===== src/rtl/seq_extrema_pkg.sv =====
// Shared types and default parameter values for the sequence extrema tracker.
package seq_extrema_pkg;

  typedef enum logic [1:0] {
    IDLE      = 2'd0,
    RECEIVING = 2'd1,
    DONE      = 2'd2
  } state_t;

  localparam int DEF_WIDTH       = 8;
  localparam bit DEF_SIGNED_MODE = 1'b0;
  localparam int DEF_CNT_W       = 8;

endpackage


===== src/rtl/extrema_cmp.sv =====
// Combinational magnitude compare of a new sample against the running max/min.
module extrema_cmp
  import seq_extrema_pkg::*;
#(
  parameter int WIDTH       = DEF_WIDTH,
  parameter bit SIGNED_MODE = DEF_SIGNED_MODE
) (
  input  logic [WIDTH-1:0] sample,
  input  logic [WIDTH-1:0] cur_max,
  input  logic [WIDTH-1:0] cur_min,
  output logic             gt,
  output logic             lt
);

  logic signed [WIDTH-1:0] s_sample;
  logic signed [WIDTH-1:0] s_max;
  logic signed [WIDTH-1:0] s_min;

  assign s_sample = sample;
  assign s_max    = cur_max;
  assign s_min    = cur_min;

  // Strict greater/less flags; ties report neither so the earlier index is kept.
  always_comb begin
    if (SIGNED_MODE) begin
      gt = s_sample > s_max;
      lt = s_sample < s_min;
    end else begin
      gt = sample > cur_max;
      lt = sample < cur_min;
    end
  end

endmodule


===== src/rtl/seq_extrema.sv =====
// Tracks max/min value and their indices over a start-framed sample sequence.
module seq_extrema
  import seq_extrema_pkg::*;
#(
  parameter int WIDTH       = DEF_WIDTH,
  parameter bit SIGNED_MODE = DEF_SIGNED_MODE,
  parameter int CNT_W       = DEF_CNT_W
) (
  input  logic             clk,
  input  logic             reset,
  input  logic             start,
  input  logic             in_valid,
  input  logic [WIDTH-1:0] in_data,
  output logic [WIDTH-1:0] max_value,
  output logic [WIDTH-1:0] min_value,
  output logic [CNT_W-1:0] max_index,
  output logic [CNT_W-1:0] min_index,
  output logic [CNT_W-1:0] sample_count,
  output logic             count_ovf,
  output logic             empty,
  output logic             done
);

  localparam logic [CNT_W-1:0] CNT_MAX  = '1;
  localparam logic [CNT_W-1:0] IDX_LAST = {{(CNT_W-1){1'b1}}, 1'b0};
  localparam logic [CNT_W-1:0] CNT_ONE  = {{(CNT_W-1){1'b0}}, 1'b1};

  state_t           state;
  state_t           state_nxt;
  logic             got;
  logic             accept;
  logic             first;
  logic             sat;
  logic             gt;
  logic             lt;
  logic             to_done;
  logic [CNT_W-1:0] new_idx;

  // Once the counter saturates, new extrema report the last representable index.
  assign accept  = start && in_valid && (state != DONE);
  assign first   = (state == IDLE) || !got;
  assign sat     = (sample_count == CNT_MAX);
  assign new_idx = sat ? IDX_LAST : sample_count;
  assign to_done = (state == RECEIVING) && !start;

  extrema_cmp #(
    .WIDTH       (WIDTH),
    .SIGNED_MODE (SIGNED_MODE)
  ) u_cmp (
    .sample  (in_data),
    .cur_max (max_value),
    .cur_min (min_value),
    .gt      (gt),
    .lt      (lt)
  );

  // Next-state: start opens and holds a frame; DONE always returns to IDLE.
  always_comb begin
    state_nxt = state;
    case (state)
      IDLE:      state_nxt = start ? RECEIVING : IDLE;
      RECEIVING: state_nxt = start ? RECEIVING : DONE;
      DONE:      state_nxt = IDLE;
      default:   state_nxt = IDLE;
    endcase
  end

  // State register with done registered as "state is DONE".
  always_ff @(posedge clk or posedge reset) begin
    if (reset) begin
      state <= IDLE;
      done  <= 1'b0;
    end else begin
      state <= state_nxt;
      done  <= (state_nxt == DONE);
    end
  end

  // Result registers: first accept reloads, later accepts track strict extrema.
  always_ff @(posedge clk or posedge reset) begin
    if (reset) begin
      got          <= 1'b0;
      max_value    <= '0;
      min_value    <= '0;
      max_index    <= '0;
      min_index    <= '0;
      sample_count <= '0;
      count_ovf    <= 1'b0;
      empty        <= 1'b0;
    end else if (accept) begin
      got <= 1'b1;
      if (first) begin
        max_value    <= in_data;
        min_value    <= in_data;
        max_index    <= '0;
        min_index    <= '0;
        sample_count <= CNT_ONE;
        count_ovf    <= 1'b0;
      end else begin
        if (gt) begin
          max_value <= in_data;
          max_index <= new_idx;
        end
        if (lt) begin
          min_value <= in_data;
          min_index <= new_idx;
        end
        if (sat) begin
          count_ovf <= 1'b1;
        end else begin
          sample_count <= sample_count + CNT_ONE;
        end
      end
    end else if (to_done) begin
      got   <= 1'b0;
      empty <= !got;
      if (!got) begin
        max_value    <= '0;
        min_value    <= '0;
        max_index    <= '0;
        min_index    <= '0;
        sample_count <= '0;
        count_ovf    <= 1'b0;
      end
    end else if (state != RECEIVING) begin
      got <= 1'b0;
    end
  end

endmodule


===== config.mk =====
export PLATFORM = sky130hd
export DESIGN_NAME = seq_extrema
export DESIGN_NICKNAME = d
export VERILOG_FILES = /design/src/rtl/seq_extrema_pkg.sv /design/src/rtl/extrema_cmp.sv /design/src/rtl/seq_extrema.sv
export SDC_FILE = /design/constraint.sdc
export NUM_CORES = 1
export LEC_CHECK = 0
export CORE_MARGIN = 3
export CORE_UTILIZATION = 50
export CTS_CLUSTER_DIAMETER = 100
export DETAILED_ROUTE_END_ITERATION = 6
export GPL_ROUTABILITY_DRIVEN = 0
export HOLD_SLACK_MARGIN = 0.1
export PLACE_DENSITY_LB_ADDON = 0.2
export SLEW_MARGIN = 20
export SYNTH_ARGS = -nofsm -noshare
export SYNTH_HDL_FRONTEND = slang
export SYNTH_SLANG_ARGS = --single-unit

===== constraint.sdc =====
create_clock -name clk -period 2.7 [get_ports clk]
set_clock_uncertainty 0.15 [all_clocks]
set_input_delay 0.54 -clock clk [delete_from_list [all_inputs] [get_ports clk]]
set_output_delay 0.54 -clock clk [all_outputs]
set_load 0.02 [all_outputs]

Word level (Yosys, flattened, before mapping). Cells that the tools add are included.

Div/mod/pow operators: 0. Muxes and demuxes: 29. Equality and inequality tests: 10. Add/subtract/negate cells: 1. Bitwise gates (word level): 1. Reductions and logical operators: 14. Shift operators: 0. Order comparisons: 2. Multipliers: 0.

Operator list (number): two-way mux 8 bit (18); AND reduction 3 bit (4); two-way mux 1 bit (9); inequality test 3 x 2 -> 1 bit (second input constant) (3); adder 8 x 1 -> 8 bit (second input constant) (1); == test 8 bit (second input constant) (1); > comparator 8 bit (1); < comparator 8 bit (1); inequality test 2 x 1 -> 1 bit (second input constant) (2); one-hot mux 2 bit (2 select lines) (1); logical AND 1 bit (3); inequality test 3 bit (second input constant) (1); nonzero test 3 bit (1); == test 2 x 1 -> 1 bit (second input constant) (1); == test 2 bit (second input constant) (1); zero test 1 bit (2); zero test 2 bit (1); two-way mux 2 bit (1); inequality test 2 bit (second input constant) (1); AND reduction 2 bit (1); nonzero test 2 bit (1); logical OR 1 bit (1); NOT 1 bit (1).

Bits in read-only memories: 0. Bits in latches: 0. Input bits: 12. Logic and storage cells: 67. Bits in writable memories: 0. Output and inout port bits: 43. Register bits after elaboration: 46. Memories kept: 0.

Longest topological paths before layout.
Word-level depth: 5. Mapped depth: 8. Gate-level depth less buffers: 7.

Hierarchy. A second synthesis with hierarchy kept.

Cell total of the unflattened synthesis: 204. Area, all modules: 2488.6 um^2.

By module, submodules not included: seq_extrema (cells each 155, sequential area each 1151.1 um^2, instances 1, area an instance 2113.3 um^2); extrema_cmp (cells each 49, sequential area each 0.0 um^2, instances 1, area an instance 375.4 um^2).

Worst setup path after synthesis. Ideal clock, no wire load.

Kind: input -> register. Start: input in_data[7]. End: register max_index[0]. Stages: 6. Arrival: 1983 ps. Data required time: 2425 ps. Path buffers: 1. Setup time: 125 ps. Setup slack: 442 ps. Path through: ha_1 > a211oi_1 > o21ai_0 > o21ai_2 > buf_6 > mux2_4.

Longest elaborated chain between the ends: 3.

Ends and longest elaborated chain: from (decl) (RTL line seq_extrema.sv:13) `input logic [WIDTH-1:0] in_data,`; > comparator 8 bit (RTL line extrema_cmp.sv:29) `gt = sample > cur_max;`; inequality test 3 x 2 -> 1 bit (no source line); AND reduction 3 bit (no source line); to (signal assigned) (RTL line seq_extrema.sv:102) `max_index <= new_idx;`; to (decl) (RTL line seq_extrema.sv:16) `output logic [CNT_W-1:0] max_index,`.

No other way between the ends. A chain may end at the register's enable or synchronous reset.

Worst setup path in the final report.
Start: input in_data[2]. End: register min_index[0].

Longest elaborated chain between the ends: 3.

Ends and longest elaborated chain: < comparator 8 bit (RTL line extrema_cmp.sv:30) `lt = sample < cur_min;`; inequality test 3 x 2 -> 1 bit (no source line); AND reduction 3 bit (no source line); to (signal assigned) (RTL line seq_extrema.sv:106) `min_index <= new_idx;`; to (decl) (RTL line seq_extrema.sv:17) `output logic [CNT_W-1:0] min_index,`.

No other way between the ends.

==> flow_summary.toml <==
[status]
status = "finished, final reports clean"

[global_route]
grt_pass1_wl_mm = 9.39
grt_use_met3_pct = 4.03
grt_use_met1_pct = 27.9
use_met2_pct = 31.0
grt_pass1_vias = 1904
grt_antenna_before_repair = 0
grt_use_total_pct = 19.9
grt_max_degree = 47
gr-total-overflow = 0
busiest_layer = "met2"

[floorplan]
io_pins = 55
initial_core_util_pct = 54.0
dieArea_um2 = 5770
core-area_um2 = 4530
dieHeight_um = 76.0
rows = 24
die_x_um = 76.0

[drt]
wl_mm = 5.35
vias_per_cell = 5.26
drtAntennaViolNets = 0
dr.first_iter.drc_count = 117
post_drt_wl_per_cell_um = 14.3
firstDrtPassIters = 4
drc_errors = 0
vias = 1969

[cts]
clockBufferDepth = 2
cts_root_buffer = "clkbuf_8"
cts_tree = "yes"
cts.sinks = 46
post_cts_buffers = 0
clk_latency_ns = 0.30
cts.clk_slew.worst_paths_ns = 0.08
cts_max_level = 2
ctsResizeCount = 0
cts_buffers = 5
hold_buffers = 0

[synth]
ys.flop_type = "dfrtp_1"
synth_top_cell_area_share_pct = 47.0
avgSynthCellArea_um2 = 10.3
synthArstFlopShare_pct = 100
yosys.area.top_type = "dfrtp_1"
synth_area_um2 = 2450
ys_types = 40
synth_most_common_cell = "dfrtp_1"
ys_warn_count = 0
synthCells = 237
synth_common_cells = "dfrtp_1 (46), inv_1 (24), nand2_1 (24), ha_1 (16)"
ys_ff_latch = 46
syn_nets = 265
synth_area_leaders = "dfrtp_1 (47%), ha_1 (8.2%), inv_1 (3.7%)"
ys_seq_area_share_pct = 47.0
synth_edf_count = 0

[worst_setup_path]
endpoint_kind = "register"
critPathLaunch = "in_data[2]"
crit_path_max_incr_delay_ns = 0.42
critPathSlowestCell = "clkdlybuf4s50_1"
criticalPathCategory = "primary input to register"
crit_path_frequent_cell = "buf_4"
start_kind = "primary input"
worstPathMaxFanout = 14
crit_arrival_ns = 2.51
required_ns = 2.75
cp.buffers_inverters = 3
cp_top_family = "buffers and inverters"
path_cells = "clkdlybuf4s50_1 -> ha_1 -> a211oi_1 -> o21ai_0 -> buf_4 -> a211oi_4 -> buf_4 -> nor3b_1 -> a21o_1"
worstReg2RegStart = "min_value[2]$_DFFE_PP0P_"

[hold_path]
worstHoldStart = "empty$_DFFE_PP0P_"
hp-class = "register to register"

[power]
power.leakage_uw = 0.00147
vdd_drop_max_v = 0.000345
cellPowerDensity_nw_per_um2 = 485
power_uw = 1570

[sta]
fmax_mhz = 406
hold_violations = 0
finalSetupViolations = 0
period_minus_slack_ns = 2.46
fin_crit_sh_pct = 91.2
rsz0062_at_grt = "false"
slew_violations = 0
tightest_slew_ns = 0.621
relSlewSlack_pct = 58.2
whs_ns = 0.339
postLayoutSetupSlackWorst_ns = 0.237

[final_layout]
num-fill-cells = 345
drive_above_1_share_pct = 13.6
syn2layout_area_growth_pct = 32.5
stdcell_count = 374
diodes = 0
finish.net_count = 337
postLayoutCellArea_um2 = 3240

[place]
dp.cells = 367
dp_hpwl_mm = 4.05
post-place-ws_ns = -0.124
numPortBuffers = 54
placed_cell_area_um2 = 3160

[flow_run]
drv_cap = 0
==> metrics by stage <==
step	setup TNS (ns)	utilization [%]
floorplan	0	-
global placement	-1.19	69.6
detailed placement	-1.21	69.6
CTS	0	71.4
global route	0	71.5
finish	0	71.5
==> final cells by class <==
type / count / area [um^2] / area share (%)
clock inverter: 1 / 7.51 / 0.232
multi-input combinational: 162 / 1180 / 36.4
timing repair buffer: 70 / 661 / 20.4
inverter: 24 / 90.1 / 2.78
clock buffer: 6 / 72.6 / 2.24
sequential: 46 / 1150 / 35.5
tap: 65 / 81.3 / 2.51
==> placed cells by master, fill, tap and decap left out, types with 2 or more instances in the layout <==
cell type	synthesis	final
a211oi_1	2	2
a21oi_1	9	9
a22o_1	10	10
and2_1	13	13
and3_1	2	2
and4_1	2	2
buf_4	1	16
clkbuf_8	0	5
clkdlybuf4s50_1	0	54
dfrtp_1	46	46
ha_1	16	16
inv_1	24	23
mux2_2	7	7
mux2_4	6	6
mux2i_1	4	4
nand2_1	24	24
nand3_1	12	12
nand4_1	3	3
nor2_1	11	11
nor2_2	2	2
nor2b_1	3	3
nor3_1	2	2
o211ai_1	2	2
o21ai_0	13	13
o21ai_2	1	2
xor2_1	4	4
==> state kept, by name (all words and copies together) (netlist names) <==
name / count
empty: 1
done: 1
state: 2
min_value: 8
count_ovf: 1
max_index: 8
min_index: 8
sample_count: 8
max_value: 8
got: 1
==> cell families (layout without fill, tap and decap cells) <==
family	Yosys count	count (layout)	share of synthesized area, %
buffers and inverters	29	101	4.96
AND/OR/NAND/NOR	78	78	16.2
AO/OA/AOI/OAI	47	47	13.7
flip-flops	46	46	47.0
adder cells (fa/ha/maj)	16	16	8.18
multiplexers	17	17	8.54
XOR/XNOR	4	4	1.43
==> worst paths after layout <==
check                                           end  slack, ns  cells after the start
max in group asynchronous  min_value[1]$_DFFE_PP0P_       1.48                      3
hold reg to reg                   empty$_DFFE_PP0P_       0.34                      2
min in group asynchronous  max_index[5]$_DFFE_PP0P_       0.54                      3
setup reg to reg           min_index[0]$_DFFE_PP0P_       0.49                      9
hold / removal                    empty$_DFFE_PP0P_       0.34                      2
setup / recovery           min_index[0]$_DFFE_PP0P_       0.24                      9
==> power by group <==
group | internal (uW) | switching (uW)
sequential | 727 | 38.5
combinational | 194 | 208
clock | 178 | 227
total | 1100 | 473
==> worst register-to-register path: stages, from the launching register on <==
cell and delay (ns):
dfrtp_1 0.39, inv_1 0.06, ha_1 0.28, a211oi_1 0.22
o21ai_0 0.17, buf_4 0.18, a211oi_4 0.24, buf_4 0.22
nor3b_1 0.07, a21o_1 0.15
==> per-layer routing <==
metal	vias up	wire length [um]
li1	970	-
met1	944	2590
met2	46	2460
met3	9	198
met4	0	94
met5	-	0
Power figures use the tool's default switching activity.
